### src/rtl/mdu_pkg.sv
// Shared constants, mdop bit positions and FSM encoding for the multiply/divide unit.
package mdu_pkg;

    localparam int XLEN = 32;
    localparam int ITER = 32;

    localparam int MDOP_MULT  = 5;
    localparam int MDOP_MULTU = 4;
    localparam int MDOP_DIV   = 3;
    localparam int MDOP_DIVU  = 2;
    localparam int MDOP_MTHI  = 1;
    localparam int MDOP_MTLO  = 0;

    typedef enum logic [1:0] {
        IDLE = 2'd0,
        CALC = 2'd1,
        FIX  = 2'd2
    } state_e;

endpackage

### src/rtl/mdu_step.sv
// One radix-2 iteration: shift-add for multiply, restoring trial-subtract for divide.
module mdu_step
    import mdu_pkg::*;
(
    input  logic              is_div_i,
    input  logic [2*XLEN:0]   acc_i,
    input  logic [XLEN-1:0]   opnd_i,
    output logic [2*XLEN:0]   acc_o
);

    logic [XLEN:0]   mul_upper;
    logic [XLEN:0]   rem_shift;
    logic            rem_ge;
    logic [XLEN-1:0] rem_diff;

    // Multiply layout {carry, hi, multiplier}; divide layout {0, remainder, dividend/quotient}.
    always_comb begin
        mul_upper = acc_i[2*XLEN:XLEN];
        if (acc_i[0]) begin
            mul_upper = acc_i[2*XLEN:XLEN] + {1'b0, opnd_i};
        end
        rem_shift = {acc_i[2*XLEN-1:XLEN], acc_i[XLEN-1]};
        rem_ge    = (rem_shift >= {1'b0, opnd_i});
        rem_diff  = rem_shift[XLEN-1:0] - opnd_i;

        if (!is_div_i) begin
            acc_o = {1'b0, mul_upper, acc_i[XLEN-1:1]};
        end else if (rem_ge) begin
            acc_o = {1'b0, rem_diff, acc_i[XLEN-2:0], 1'b1};
        end else begin
            acc_o = {1'b0, rem_shift[XLEN-1:0], acc_i[XLEN-2:0], 1'b0};
        end
    end

endmodule

### src/rtl/mdu.sv
// Multi-cycle multiply/divide unit owning HI/LO; valid/ready request, flushable.
module mdu #(
    parameter int XLEN = 32
) (
    input  logic            clk,
    input  logic            rst,
    input  logic [XLEN-1:0] scr0,
    input  logic [XLEN-1:0] scr1,
    input  logic [5:0]      mdop,
    input  logic            in_valid,
    output logic            in_ready,
    input  logic            flush,
    output logic            busy,
    output logic            done,
    output logic [XLEN-1:0] hi,
    output logic [XLEN-1:0] lo
);
    import mdu_pkg::*;

    // A request transfers on an edge where in_valid & in_ready & ~flush; in_ready is high only in IDLE.
    state_e            state_q, state_d;
    logic [4:0]        cnt_q, cnt_d;
    logic [2*XLEN:0]   acc_q, acc_d, step_acc;
    logic [XLEN-1:0]   opnd_q, opnd_d;
    logic              is_div_q, is_div_d;
    logic              neg_res_q, neg_res_d;
    logic              neg_rem_q, neg_rem_d;
    logic              dbz_q, dbz_d;
    logic [XLEN-1:0]   hi_q, hi_d, lo_q, lo_d;
    logic              done_q, done_d;

    logic              op_mul, op_div, op_signed, op_mthi, op_mtlo;
    logic              accept, start_arith;
    logic [XLEN-1:0]   mag0, mag1;
    logic [2*XLEN-1:0] prod_fix;
    logic [XLEN-1:0]   quot_fix, rem_fix;

    always_comb begin
        op_mul    = 1'b0;
        op_div    = 1'b0;
        op_signed = 1'b0;
        op_mthi   = 1'b0;
        op_mtlo   = 1'b0;
        if (mdop[MDOP_MULT]) begin
            op_mul    = 1'b1;
            op_signed = 1'b1;
        end else if (mdop[MDOP_MULTU]) begin
            op_mul = 1'b1;
        end else if (mdop[MDOP_DIV]) begin
            op_div    = 1'b1;
            op_signed = 1'b1;
        end else if (mdop[MDOP_DIVU]) begin
            op_div = 1'b1;
        end else if (mdop[MDOP_MTHI]) begin
            op_mthi = 1'b1;
        end else if (mdop[MDOP_MTLO]) begin
            op_mtlo = 1'b1;
        end
    end

    assign accept      = in_valid & in_ready & ~flush;
    assign start_arith = accept & (op_mul | op_div);
    assign mag0        = (op_signed & scr0[XLEN-1]) ? -scr0 : scr0;
    assign mag1        = (op_signed & scr1[XLEN-1]) ? -scr1 : scr1;

    mdu_step u_step (
        .is_div_i (is_div_q),
        .acc_i    (acc_q),
        .opnd_i   (opnd_q),
        .acc_o    (step_acc)
    );

    // State register
    always_ff @(posedge clk or posedge rst) begin
        if (rst) state_q <= IDLE;
        else     state_q <= state_d;
    end

    // Next-state logic
    always_comb begin
        state_d = state_q;
        case (state_q)
            IDLE:    if (start_arith) state_d = CALC;
            CALC:    if (flush) state_d = IDLE;
                     else if (cnt_q == 5'(ITER - 1)) state_d = FIX;
            FIX:     state_d = IDLE;
            default: state_d = IDLE;
        endcase
    end

    // Output logic
    always_comb begin
        in_ready = (state_q == IDLE);
        busy     = (state_q != IDLE);
        done     = done_q;
    end

    // Signed divide by zero falls out of the remainder sign fix as HI = scr0; only LO needs forcing.
    always_comb begin
        prod_fix = neg_res_q ? -acc_q[2*XLEN-1:0] : acc_q[2*XLEN-1:0];
        quot_fix = neg_res_q ? -acc_q[XLEN-1:0] : acc_q[XLEN-1:0];
        if (dbz_q) quot_fix = '1;
        rem_fix  = neg_rem_q ? -acc_q[2*XLEN-1:XLEN] : acc_q[2*XLEN-1:XLEN];
    end

    always_comb begin
        cnt_d     = 5'd0;
        acc_d     = acc_q;
        opnd_d    = opnd_q;
        is_div_d  = is_div_q;
        neg_res_d = neg_res_q;
        neg_rem_d = neg_rem_q;
        dbz_d     = dbz_q;
        hi_d      = hi_q;
        lo_d      = lo_q;
        done_d    = (state_q == FIX) & ~flush;
        case (state_q)
            IDLE: begin
                if (start_arith) begin
                    is_div_d  = op_div;
                    neg_res_d = op_signed & (scr0[XLEN-1] ^ scr1[XLEN-1]);
                    neg_rem_d = op_signed & op_div & scr0[XLEN-1];
                    dbz_d     = op_div & (scr1 == '0);
                    acc_d     = {{(XLEN+1){1'b0}}, op_div ? mag0 : mag1};
                    opnd_d    = op_div ? mag1 : mag0;
                end else if (accept & op_mthi) begin
                    hi_d = scr0;
                end else if (accept & op_mtlo) begin
                    lo_d = scr0;
                end
            end
            CALC: begin
                if (!flush) begin
                    acc_d = step_acc;
                    cnt_d = cnt_q + 5'd1;
                end
            end
            FIX: begin
                if (!flush) begin
                    if (is_div_q) begin
                        hi_d = rem_fix;
                        lo_d = quot_fix;
                    end else begin
                        hi_d = prod_fix[2*XLEN-1:XLEN];
                        lo_d = prod_fix[XLEN-1:0];
                    end
                end
            end
            default: ;
        endcase
    end

    always_ff @(posedge clk or posedge rst) begin
        if (rst) begin
            cnt_q     <= 5'd0;
            acc_q     <= '0;
            opnd_q    <= '0;
            is_div_q  <= 1'b0;
            neg_res_q <= 1'b0;
            neg_rem_q <= 1'b0;
            dbz_q     <= 1'b0;
            hi_q      <= '0;
            lo_q      <= '0;
            done_q    <= 1'b0;
        end else begin
            cnt_q     <= cnt_d;
            acc_q     <= acc_d;
            opnd_q    <= opnd_d;
            is_div_q  <= is_div_d;
            neg_res_q <= neg_res_d;
            neg_rem_q <= neg_rem_d;
            dbz_q     <= dbz_d;
            hi_q      <= hi_d;
            lo_q      <= lo_d;
            done_q    <= done_d;
        end
    end

    assign hi = hi_q;
    assign lo = lo_q;

endmodule
### config.mk
export PLATFORM = sky130hd
export DESIGN_NAME = mdu
export DESIGN_NICKNAME = d
export VERILOG_FILES = /design/src/rtl/mdu_pkg.sv /design/src/rtl/mdu_step.sv /design/src/rtl/mdu.sv
export SDC_FILE = /design/constraint.sdc
export NUM_CORES = 1
export LEC_CHECK = 0
export CAP_MARGIN = 0
export CORE_ASPECT_RATIO = 0.6
export CORE_MARGIN = 3
export CORE_UTILIZATION = 45
export CTS_BUF_LIST = sky130_fd_sc_hd__clkbuf_4 sky130_fd_sc_hd__clkbuf_8 sky130_fd_sc_hd__clkbuf_16
export DETAILED_ROUTE_END_ITERATION = 7
export PLACE_DENSITY = 0.74
export SYNTH_ARGS = -nofsm -noshare
export SYNTH_HDL_FRONTEND = slang
export SYNTH_SLANG_ARGS = --single-unit
### constraint.sdc
create_clock -name clk -period 15.2 [get_ports clk]
set_input_delay 4.56 -clock clk [delete_from_list [all_inputs] [get_ports clk]]
set_output_delay 4.56 -clock clk [all_outputs]
set_load 0.01 [all_outputs]
Yosys cells after proc, flatten, opt, wreduce, memory -nomap -nowiden
Index checks and enable logic that the tools add are counted.
Word-level totals
  flip-flop bits (word level): 173
  output and inout port bits: 67
  logic and storage cells: 107
Operators by class
  $add $sub $neg: 8
  magnitude comparators: 1
  equal/unequal tests: 11
  mux-type cells: 51
  bitwise operators: 15
  reductions and logical operators: 10
Operators with widths (number)
  2-to-1 mux 32 bit: 16
  2-to-1 mux 65 bit: 3
  case mux 65 bit (2 select lines): 1
  2-to-1 mux 64 bit: 2
  negation 32 bit: 4
  case mux 32 bit (2 select lines): 2
  negation 64 bit: 1
  adder 33 x 32 -> 33 bit: 1
  greater-or-equal comparator 33 x 32 -> 1 bit: 1
  2-to-1 mux 33 bit: 1
  zero test 32 bit: 1
  subtractor 32 bit: 1
  2-to-1 mux 1 bit: 20
  AND 1 bit: 12
  2-to-1 mux 5 bit: 2
  inequality test 2 bit (second input constant): 4
  2-to-1 mux 2 bit: 3
  inequality test 2 x 1 -> 1 bit (second input constant): 3
  nonzero test 2 bit: 3
  adder 5 x 1 -> 5 bit (second input constant): 1
  equality test 5 bit (second input constant): 1
  AND reduction 5 bit: 1
  case mux 2 bit (2 select lines): 1
  AND reduction 2 bit: 2
  other kinds (9): 9

Logic depth before layout (Yosys ltp)
  depth in word-level cells: 11
  mapped depth: 14
  mapped depth without buffers: 13

By module
From an unflattened synthesis, not the netlist that was laid out.
Unflattened totals
  cells, all modules: 1967
  area total of the unflattened synthesis: 15463.6 sq um
By module, submodules not included
  mdu: instances 1, cells each 1229, area an instance 10463.8 sq um, seq. area each 4329.2 sq um
  mdu_step: instances 1, cells each 738, area an instance 4999.8 sq um, seq. area each 0.0 sq um

Worst setup path after synthesis
OpenSTA, ideal clock, no wires.
  kind: input to register
  start point: input port scr0[13]
  end point: register acc_q[29]
  setup time: 0.126 ns
  arrival: 7.034 ns
  data required time: 15.074 ns
  slack: 8.040 ns
  cell stages on the path: 9
  path through: or4_4 > or3_1 > or3_4 > or3_4 > o31ai_4 > xor2_1 > mux2_1 > o21ai_1 > a221o_1
Between the ends
  longest elaborated chain between the ends: 5
Ends and longest elaborated chain
  start: declaration: RTL line mdu.sv:7  | input logic [XLEN-1:0] scr0,
  negation 32 bit: RTL line mdu.sv:63  | assign mag0 = (op_signed & scr0[XLEN-1]) ? -scr0 : scr0;
  2-to-1 mux 32 bit: RTL line mdu.sv:63
  2-to-1 mux 32 bit: RTL line mdu.sv:124  | acc_d = {{(XLEN+1){1'b0}}, op_div ? mag0 : mag1};
  2-to-1 mux 65 bit: RTL line mdu.sv:119  | if (start_arith) begin
  case mux 65 bit (2 select lines): RTL line mdu.sv:117  | case (state_q)
  end signal: assignment: RTL line mdu.sv:156  | acc_q <= '0;
  end signal: assignment: RTL line mdu.sv:167  | acc_q <= acc_d;
  end: declaration: RTL line mdu.sv:23  | logic [2*XLEN:0] acc_q, acc_d, step_acc;
No other way between the ends. The select of a mux whose other input is x is not followed.
A chain may end at the register's enable or synchronous reset.

Final worst setup path
  start point: input port scr0[11]
  end point: register acc_q[26]
The elaborated chain is that of the path after synthesis.

==> flow_summary.json <==
{
  "detailedRoute.firstPassIterationCount": 6,
  "timing.max_cap.violations": 0,
  "tritoncts": "built",
  "cellPowerDensity_nw_per_um2": 174,
  "final-max-slew-violation-count": 0,
  "finalSetupViolCount": 0,
  "p_comb_frac": 0.579,
  "worstHoldEndpoint": "cnt_q[0]$_DFF_PP0_",
  "finalHoldViolCount": 0,
  "totalWireLength_mm": 60.1,
  "synth-edff-count": 0,
  "gr-max-usage-layer": "met1",
  "layout_worst_path_cycle_share": 0.510,
  "drt-initial-drc-count": 2418,
  "fp.coreArea_um2": 31900,
  "via_count": 16100,
  "worst_r2r_endpoint": "hi[4]$_DFFE_PP0P_",
  "clock_skew_after_layout_ns": 0.0124,
  "finalPower_mw": 2.99,
  "pre_cts_slack_ns": 7.10,
  "synth-async-reset-ratio": 1.00,
  "post-cts-setup-buffer-count": 0,
  "globalRoute.totalOverflow": 0,
  "post_detailed_placement_half_perimeter_wirelength_mm": 45.4,
  "fp.dieH_um": 147,
  "cell_internal_pwr_mw": 1.49,
  "layout_commonest_cell": "sky130_fd_sc_hd__nand2_1",
  "ys_ff_latch": 172,
  "level_count_of_the_clock_h_tree": 4,
  "critical_path_arrival_ns": 8.10,
  "synth_sequential_area_ratio": 0.289,
  "areaGrowthSynthToFinish_pct": 15.3,
  "synth_xor_xnor_area_share": 0.0963,
  "critPathMaxStageDelay_ns": 0.66,
  "synth-simple-area-share": 0.199,
  "grt_util_met2": 0.429,
  "synth-compound-area-share": 0.274,
  "die_w_um": 241,
  "synthAdderAreaFrac": 0.0614,
  "post_synth_mux_area_share": 0.0307,
  "grt_pass1_wl_mm": 90.1,
  "cts-root-buf": "sky130_fd_sc_hd__clkbuf_16",
  "power.share.sequential": 0.270,
  "worst-r2r-cell-count": 13,
  "final_layout_size_suffix_gt1_frac": 0.0449,
  "max-vdd-ir-drop_v": 0.000142,
  "avgViaCountPerCell": 6.66,
  "outcome": "finished clean",
  "synthesis.area_um2": 14900,
  "nNetsFinal": 2136,
  "mappedNetlistNets": 2080,
  "worst_path_max_delay_cell": "sky130_fd_sc_hd__clkdlybuf4s50_1",
  "synth_warnings": 0,
  "clkSlewWorstSetupHoldPaths_ns": 0.07,
  "min-delay-start": "cnt_q[0]$_DFF_PP0_",
  "timing.rr.start": "acc_q[0]$_DFFE_PP0P_",
  "worst-setup-path-type": "in2reg",
  "detail_route.wl_per_cell_um": 24.8,
  "post_route_antenna_net_violation_count": 0,
  "clock-sinks": 172,
  "setup_tns_ns": 0,
  "port-buffer-count": 140,
  "regToRegSetupSlack_ns": 9.93,
  "clk_latency_ns": 0.47,
  "first_global_vias": 14300,
  "whs_path_depth": 1,
  "yosys.cell_types.count": 70,
  "antenna_found_initial": 2,
  "timing.final.crit_period_ns": 7.76,
  "critical_path_required_ns": 15.54,
  "hold_class": "reg2reg",
  "setup_slack_ns": 7.44,
  "crit_path_start_kind": "primary input",
  "cts_max_path_buffers": 2,
  "detail_route.drc_violations": 0,
  "pin_count": 141,
  "tightestPinTransition_ns": 1.31,
  "cts_resized": 0,
  "grt_max_degree": 66,
  "post_cts_hold_buffer_count": 0,
  "timing.critical_path.cells": "clkdlybuf4s50_1 > or4_4 > or3_1 > or3_4 > or3_1 > nor3_1 > a21oi_1 > xnor2_1 > nor3_1 > o32a_1",
  "path_max_fanout": 6,
  "place_congestion": 1.00,
  "power.switching_fraction": 0.502,
  "use_met1": 0.517,
  "tritoncts.num_buffers": 17,
  "mostFrequentLayoutCells": "sky130_fd_sc_hd__nand2_1, sky130_fd_sc_hd__dfrtp_1, sky130_fd_sc_hd__a21oi_1, sky130_fd_sc_hd__o21ai_0, sky130_fd_sc_hd__nor2_1",
  "synth_area_per_cell_um2": 7.71,
  "grt.total_usage": 0.334,
  "synthCells": 1934,
  "combinational_family_with_the_most_area_after_synthesis": "compound AO/OA/AOI/OAI gates",
  "fmax_mhz": 129,
  "standard_cell_rows": 50,
  "slew-limit-headroom": 0.126,
  "dominantRegCellSynth": "sky130_fd_sc_hd__dfrtp_1",
  "fillerInstances": 3003,
  "use_met3": 0.109,
  "static-leakage-power_nw": 7.09,
  "grt_setup_unrepaired": "no",
  "initial_utilization": 0.467,
  "critical_path.endpoint_type": "flip-flop",
  "p_switching_mw": 1.50,
  "power.clock.fraction": 0.150,
  "die-area_um2": 35400
}
stage by stage:
stage	hold WS (ns)	utilization	std cells	area (µm²)
after global placement	0.448	0.521	2387	16600
after detailed placement	0.461	0.521	2387	16600
after floorplan	0.433	-	1934	14900
final	0.460	0.539	2420	17200
after CTS	0.470	0.539	2419	17200
after global routing	0.489	0.539	2419	17200
power groups by stage:
stage	Combinational [mW]	Clock, mW	Sequential [mW]
CTS	1.68	0.449	0.792
global route	1.89	0.469	0.816
global placement	1.64	0	0.796
floorplan	1.27	0	0.673
finish	1.73	0.450	0.809
detailed placement	1.67	0	0.800
how the worst max path moves through the flow:
stage / from / to / depth (start not counted)
6_report: scr0[11] / acc_q[26]$_DFFE_PP0P_ / 10
5_1_grt: scr0[11] / acc_q[26]$_DFFE_PP0P_ / 10
4_1_cts: scr0[11] / acc_q[26]$_DFFE_PP0P_ / 10
3_5_place_dp: scr0[11] / acc_q[26]$_DFFE_PP0P_ / 10
3_3_place_gp: scr0[11] / acc_q[26]$_DFFE_PP0P_ / 10
2_1_floorplan: rst / acc_q[0]$_DFFE_PP0P_ / 1
flip-flops by register name (all words and copies together) (netlist names):
signal	cells
dbz_q	1
acc_q	64
neg_rem_q	1
done	1
opnd_q	32
cnt_q	5
neg_res_q	1
state_q	2
is_div_q	1
lo	32
hi	32
worst max-delay path, delay by kind of cell:
family,cells,cell delay [ns]
xor+xnor,1,0.24
simple gates,6,2.15
compound gates,2,0.49
buf+inv,1,0.66
synthesized netlist by cell type (all sizes together), types with 5 or more instances:
library cell | count | area share
nor2 | 156 | 0.039
nand3 | 42 | 0.014
a22o | 5 | 0.0029
o21a | 8 | 0.0040
a21o | 27 | 0.014
o211ai | 22 | 0.011
and2 | 6 | 0.0025
a21oi | 166 | 0.056
buf | 19 | 0.0048
or2 | 6 | 0.0025
o21bai | 9 | 0.0045
or3 | 19 | 0.0086
a21boi | 5 | 0.0025
nor3 | 54 | 0.018
or4 | 13 | 0.0068
mux2 | 6 | 0.0045
a211o | 9 | 0.0053
xor2 | 78 | 0.046
nor2b | 21 | 0.0088
nand2 | 253 | 0.064
a31oi | 34 | 0.014
o311ai | 6 | 0.0035
ha | 70 | 0.059
nor4 | 16 | 0.0067
dfrtp | 172 | 0.29
o221ai | 34 | 0.020
nand4 | 8 | 0.0034
o21ai | 159 | 0.053
o31ai | 27 | 0.015
and3 | 15 | 0.0063
o41ai | 14 | 0.0082
o22ai | 32 | 0.013
a311oi | 5 | 0.0029
a32o | 13 | 0.0087
a211oi | 29 | 0.015
inv | 65 | 0.016
nand2b | 22 | 0.0092
xnor2 | 86 | 0.051
clkbuf | 113 | 0.028
mux2i | 39 | 0.026
layout make-up:
cell class | count | area (µm²) | share of cell area
multi-input cells | 1565 | 9920 | 0.577
flip-flops and latches | 172 | 4310 | 0.251
repair buffers | 169 | 1620 | 0.0942
well taps | 416 | 520 | 0.0303
clock buffers | 21 | 462 | 0.0269
inverters | 65 | 249 | 0.0145
clock inverters | 11 | 110 | 0.00640
diodes | 1 | 2.50 | 0.000146
per-layer routing:
layer,vias up,routed length [µm]
met1,7650,26100
met2,1178,22600
li1,7139,-
met4,0,1960
met3,153,9470
met5,-,0
kinds of logic after synthesis:
family	Yosys count
xor+xnor	164
buf+inv	197
compound gates	637
flops	172
simple gates	647
mux	45
fa+ha+maj	72
Power figures use the tool's default switching activity.
